## config.mk

```make
export PLATFORM = sky130hd
export DESIGN_NAME = icw_init_sequencer
export DESIGN_NICKNAME = d
export VERILOG_FILES = /design/src/rtl/icw_init_sequencer.sv
export SDC_FILE = /design/constraint.sdc
export NUM_CORES = 1
export LEC_CHECK = 0
export CAP_MARGIN = 20
export CORE_MARGIN = 3
export CORE_UTILIZATION = 46
export DETAILED_ROUTE_END_ITERATION = 12
export PLACE_DENSITY_LB_ADDON = 0.08
export SLEW_MARGIN = 20
export SYNTH_ARGS = -nofsm -noshare
export SYNTH_HDL_FRONTEND = slang
export SYNTH_SLANG_ARGS = --single-unit
```

## constraint.sdc

```tcl
create_clock -name clock -period 3.74 [get_ports clock]
set_input_delay 0.748 -clock clock [delete_from_list [all_inputs] [get_ports clock]]
set_output_delay 0.748 -clock clock [all_outputs]
set_load 0.01 [all_outputs]
```

## src/rtl/icw_init_sequencer.sv

```systemverilog
// icw_init_sequencer: 8259A ICW1..ICW4 init sequence decode,
// init field registers, role/pin resolution and OCW strobes.
module icw_init_sequencer #(
    parameter int CASCADE_LINES = 8,
    parameter int ID_WIDTH      = 3,
    parameter bit DEFAULT_UPM   = 1'b0
) (
    input  logic                     clock,
    input  logic                     reset,
    input  logic                     write_strobe,
    input  logic                     address_a0,
    input  logic [7:0]               internal_data_bus,
    input  logic                     sp_en_n_in,
    input  logic                     drive_data_bus,
    output logic                     init_done,
    output logic                     level_or_edge_config,
    output logic                     call_address_interval_4,
    output logic                     single_mode,
    output logic [10:0]              vector_address,
    output logic [CASCADE_LINES-1:0] cascade_config,
    output logic [ID_WIDTH-1:0]      cascade_id,
    output logic                     special_fully_nest_config,
    output logic                     buffered_mode_config,
    output logic                     buffered_master_or_slave_config,
    output logic                     auto_eoi_config,
    output logic                     u8086_or_mcs80_config,
    output logic                     slave_mode,
    output logic                     en_n_out,
    output logic                     en_oe,
    output logic                     write_ocw1,
    output logic                     write_ocw2,
    output logic                     write_ocw3
);

    typedef enum logic [2:0] {
        IDLE,
        WAIT_ICW2,
        WAIT_ICW3,
        WAIT_ICW4,
        READY
    } state_t;

    state_t state;
    state_t state_next;

    logic ic4;
    logic is_icw1;
    logic is_ocw2;
    logic is_ocw3;
    logic load_icw2;
    logic load_icw3;
    logic load_icw4;
    logic upm_default;
    logic ocw1_next;
    logic ocw2_next;
    logic ocw3_next;

    assign is_icw1 = !address_a0 && internal_data_bus[4];
    assign is_ocw2 = !address_a0 &&
                     (internal_data_bus[4:3] == 2'b00);
    assign is_ocw3 = !address_a0 &&
                     (internal_data_bus[4:3] == 2'b01);

    always_ff @(posedge clock) begin
        if (reset) begin
            state <= IDLE;
        end else begin
            state <= state_next;
        end
    end

    always_comb begin
        state_next = state;
        if (write_strobe) begin
            unique case (1'b1)
                is_icw1: state_next = WAIT_ICW2;
                load_icw2: begin
                    if (!single_mode) begin
                        state_next = WAIT_ICW3;
                    end else if (ic4) begin
                        state_next = WAIT_ICW4;
                    end else begin
                        state_next = READY;
                    end
                end
                load_icw3: state_next = ic4 ? WAIT_ICW4 : READY;
                load_icw4: state_next = READY;
                default: ;
            endcase
        end
    end

    // ICW1 always wins, so it masks every per-state load and strobe
    always_comb begin
        load_icw2 = 1'b0;
        load_icw3 = 1'b0;
        load_icw4 = 1'b0;
        ocw1_next = 1'b0;
        ocw2_next = 1'b0;
        ocw3_next = 1'b0;
        if (write_strobe && !is_icw1) begin
            unique case (state)
                WAIT_ICW2: load_icw2 = address_a0;
                WAIT_ICW3: load_icw3 = address_a0;
                WAIT_ICW4: load_icw4 = address_a0;
                READY: begin
                    ocw1_next = address_a0;
                    ocw2_next = is_ocw2;
                    ocw3_next = is_ocw3;
                end
                default: ;
            endcase
        end
    end

    assign upm_default = !ic4 &&
                         (load_icw3 || (load_icw2 && single_mode));
    assign init_done = (state == READY);

    always_ff @(posedge clock) begin
        if (reset) begin
            level_or_edge_config            <= 1'b0;
            call_address_interval_4         <= 1'b0;
            single_mode                     <= 1'b0;
            ic4                             <= 1'b0;
            vector_address                  <= '0;
            cascade_config                  <= '0;
            cascade_id                      <= '0;
            special_fully_nest_config       <= 1'b0;
            buffered_mode_config            <= 1'b0;
            buffered_master_or_slave_config <= 1'b0;
            auto_eoi_config                 <= 1'b0;
            u8086_or_mcs80_config           <= 1'b0;
        end else if (write_strobe && is_icw1) begin
            level_or_edge_config            <= internal_data_bus[3];
            call_address_interval_4         <= internal_data_bus[2];
            single_mode                     <= internal_data_bus[1];
            ic4                             <= internal_data_bus[0];
            vector_address[2:0]             <= internal_data_bus[7:5];
            cascade_config                  <= '0;
            cascade_id                      <= '0;
            special_fully_nest_config       <= 1'b0;
            buffered_mode_config            <= 1'b0;
            buffered_master_or_slave_config <= 1'b0;
            auto_eoi_config                 <= 1'b0;
            u8086_or_mcs80_config           <= 1'b0;
        end else begin
            if (load_icw2) begin
                vector_address[10:3] <= internal_data_bus;
            end
            if (load_icw3) begin
                cascade_config <= internal_data_bus[CASCADE_LINES-1:0];
                cascade_id     <= internal_data_bus[ID_WIDTH-1:0];
            end
            if (load_icw4) begin
                special_fully_nest_config       <= internal_data_bus[4];
                buffered_mode_config            <= internal_data_bus[3];
                buffered_master_or_slave_config <= internal_data_bus[2];
                auto_eoi_config                 <= internal_data_bus[1];
                u8086_or_mcs80_config           <= internal_data_bus[0];
            end
            if (upm_default) begin
                u8086_or_mcs80_config <= DEFAULT_UPM;
            end
        end
    end

    always_ff @(posedge clock) begin
        if (reset) begin
            write_ocw1 <= 1'b0;
            write_ocw2 <= 1'b0;
            write_ocw3 <= 1'b0;
        end else begin
            write_ocw1 <= ocw1_next;
            write_ocw2 <= ocw2_next;
            write_ocw3 <= ocw3_next;
        end
    end

    // buffered mode: role from ICW4, pin becomes the buffer enable
    always_comb begin
        if (single_mode) begin
            slave_mode = 1'b0;
        end else if (buffered_mode_config) begin
            slave_mode = ~buffered_master_or_slave_config;
        end else begin
            slave_mode = ~sp_en_n_in;
        end
    end

    assign en_oe    = buffered_mode_config;
    assign en_n_out = buffered_mode_config ? ~drive_data_bus : 1'b1;

endmodule

```

==> impl_metrics.py <==
metrics = {
    "setup_path": {
        "crit_top_cell": "clkdlybuf4s50_1",
        "reg2reg_depth": 4,
        "crit_path_top_delay_cell": "clkdlybuf4s50_1",
        "max_stage_delay_ns": 0.56,
        "cp_max_fo": 1,
        "worstPathRequired_ns": 2.99,
        "crit_path_end_kind": "output port",
        "crit_arrival_ns": 2.05,
        "timing.critical_path.buf_inv": 2,
        "reg2reg_from": "state[2]",
        "reg2reg_slack_ns": 1.89,
        "path_cells": "clkdlybuf4s50_1 -> nor2b_1 -> a211oi_1 -> clkdlybuf4s50_1",
        "worstSetupPathType": "input port to output port",
        "worstSetupPathDepth": 4,
        "startpoint_type": "input port",
        "r2r-end": "vector_address[6]",
        "cpLargestDelayFamily": "buffers and inverters",
    },
    "routing": {
        "first_iter_violations": 46,
        "antenna_left": 0,
        "drc_errors": 0,
        "viasPerCell": 5.268,
        "wirelength_um": 3379,
        "drt_pass1_iterations": 4,
        "drt-wirelength-per-cell_um": 15.36,
        "via_count": 1159,
    },
    "floorplanning": {
        "die_w_um": 60.35,
        "die_y_um": 60.35,
        "rows": 19,
        "pin_count": 51,
        "coreArea_um2": 2781,
        "start_util_pct": 48.85,
        "die-area_um2": 3642,
    },
    "logic_synthesis": {
        "yosys.area_share.simple_pct": 20.72,
        "ys_types": 28,
        "ys.flop_type": "dfxtp_1",
        "synthArstFlopShare_pct": 0,
        "syn_avg_cell_area_um2": 9.502,
        "synth_top_family_by_area": "simple AND/OR/NAND/NOR gates",
        "netlist_instances": 143,
        "syn-cell-area_um2": 1359,
        "synth_compound_area_share_pct": 7.182,
        "synth_edf_count": 0,
        "synth_warnings": 0,
        "synth.area.mux_share_pct": 15.47,
        "seq_area_frac_synth_pct": 50.09,
        "synth_nets": 157,
        "yosys.area_share.adder_pct": 0,
        "ys_ff_latch": 34,
        "synth_xor_area_share_pct": 0,
    },
    "worst_hold_path": {
        "hold_end": "level_or_edge_config",
        "hold_depth": 2,
        "hold_path_class": "register to register",
        "hp-start": "level_or_edge_config",
    },
    "cts": {
        "post_cts_resized": 0,
        "cts.clk_slew.worst_paths_ns": 0.10,
        "postCtsSetupBuffers": 0,
        "cts_buffers": 5,
        "max-clock-path-buffers": 2,
        "cts_tree": "yes",
        "clock_latency_ns": 0.33,
        "root_buffer": "clkbuf_4",
        "ctsHoldBuffers": 0,
        "cts_num_sinks": 34,
        "htree_levels": 2,
    },
    "sta": {
        "fin_ws_ns": 0.9469,
        "rsz0062_at_grt": "false",
        "setup_tns_ns": 0,
        "setup_violations": 0,
        "max_freq_mhz": 358.0,
        "worstMarginPinSlew_ns": 0.9050,
        "hold_viol": 0,
        "hold_slack_ns": 0.4671,
        "maxSlewHeadroom_pct": 39.40,
        "layout_min_cycle_time_ns": 2.793,
        "final-max-slew-violation-count": 0,
        "fin_skew_ns": 0.007720,
        "period_share_pct": 74.68,
    },
    "placement": {
        "pre_cts_ws_ns": 0.7673,
        "portBuffers": 50,
        "place_hpwl_um": 2414,
        "placed_cell_area_um2": 1834,
        "globalplace.congestion": 0.9378,
    },
    "global_routing": {
        "overflow": 0,
        "antenna_found_initial": 0,
        "grt_pass1_wl_um": 5409,
        "grt_pass1_vias": 1116,
        "track_usage_pct": 20.64,
        "grt_max_degree": 21,
    },
    "finish": {
        "area_delta_synth_final_pct": 38.31,
        "final_cell_mix": "clkdlybuf4s50_1 (50), dfxtp_1 (34), nor2_1 (22), mux2i_1 (21), a21oi_1 (10)",
        "n_antenna_cell": 0,
        "finish.instance_area_um2": 1879,
        "drive_above_1_share_pct": 5.820,
        "final_nets": 203,
        "layout_commonest_cell": "clkdlybuf4s50_1",
    },
    "power_and_ir_drop": {
        "ir_drop_v": 0.0003919,
        "leakagePower_nw": 0.6663,
        "power-per-cell-area_nw_per_um2": 325.8,
    },
    "job": {
        "maxCapViolCount": 0,
    },
    "run_status": {
        "status": "finished, final reports clean",
    },
}
==> tightest hold or removal path: stages, from the launching register on <==
cell and delay [ns]:
dfxtp_1 0.33, nand2_1 0.05, a21oi_1 0.05
==> how the worst max path moves through the flow <==
stage,from,end,slack [ns]
after detailed placement,write_strobe,vector_address[6],0.77
after global placement,write_strobe,vector_address[3],0.90
final,sp_en_n_in,slave_mode,0.95
after global routing,sp_en_n_in,slave_mode,0.85
after CTS,sp_en_n_in,slave_mode,0.94
after floorplan,sp_en_n_in,slave_mode,1.78
==> power breakdown <==
part	switching [mW]	total, mW	leakage [nW]	internal (mW)
clock network	0.114	0.184	0.0254	0.0709
logic	0.0284	0.0567	0.366	0.0283
registers	0.00452	0.371	0.275	0.367
total	0.147	0.612	0.666	0.466
==> sequential cells by signal (all words and copies together) (netlist names) <==
| signal | flops |
|---|---|
| ic4 | 1 |
| call_address_interval_4 | 1 |
| u8086_or_mcs80_config | 1 |
| cascade_config | 8 |
| auto_eoi_config | 1 |
| buffered_master_or_slave_config | 1 |
| write_ocw2 | 1 |
| buffered_mode_config | 1 |
| level_or_edge_config | 1 |
| special_fully_nest_config | 1 |
| vector_address | 11 |
| state | 3 |
| write_ocw3 | 1 |
| single_mode | 1 |
| write_ocw1 | 1 |
==> metal layers <==
| layer | global-route usage, % | wire length, µm | vias to the layer above |
|---|---|---|---|
| met3 | 8.298 | 266 | 4 |
| li1 | - | - | 573 |
| met2 | 34.10 | 1636 | 43 |
| met1 | 24.11 | 1438 | 539 |
| met4 | 7.595 | 38 | 0 |
| met5 | 0 | 0 | - |
==> logic make-up (layout without fill, tap and decap cells) <==
| kind of cell | count (synthesis) | in the layout |
|---|---|---|
| flops | 34 | 34 |
| mux | 21 | 21 |
| compound gates | 17 | 17 |
| buf+inv | 14 | 60 |
| simple gates | 57 | 57 |
==> cell usage after synthesis (all sizes together) (3+ instances only) <==
master,number,area (µm²)
nor2,22,82.58
nand2b,3,21.27
clkbuf,3,11.26
buf,9,70.07
a21oi,10,50.05
nand3b,3,22.52
nand2,10,40.04
dfxtp,34,680.7
mux2i,21,210.2
nand3,8,40.04
==> layout make-up <==
| type | instances | area [µm²] |
|---|---|---|
| Tap cell | 31 | 38.79 |
| Timing Repair Buffer | 51 | 508.0 |
| Clock buffer | 7 | 45.04 |
| Multi-Input combinational cell | 95 | 599.3 |
| Inverter | 2 | 7.507 |
| Fill cell | 229 | 902.1 |
| Sequential cell | 34 | 680.7 |
==> metrics by stage <==
step	utilization [%]	power (mW)	cells
after CTS	67.57	0.6170	220
after global placement	65.95	0.4345	213
after detailed placement	65.95	0.4360	213
after floorplan	-	0.4042	143
after global routing	67.57	0.6377	220
final	67.57	0.6123	220
Power figures use the tool's default switching activity.
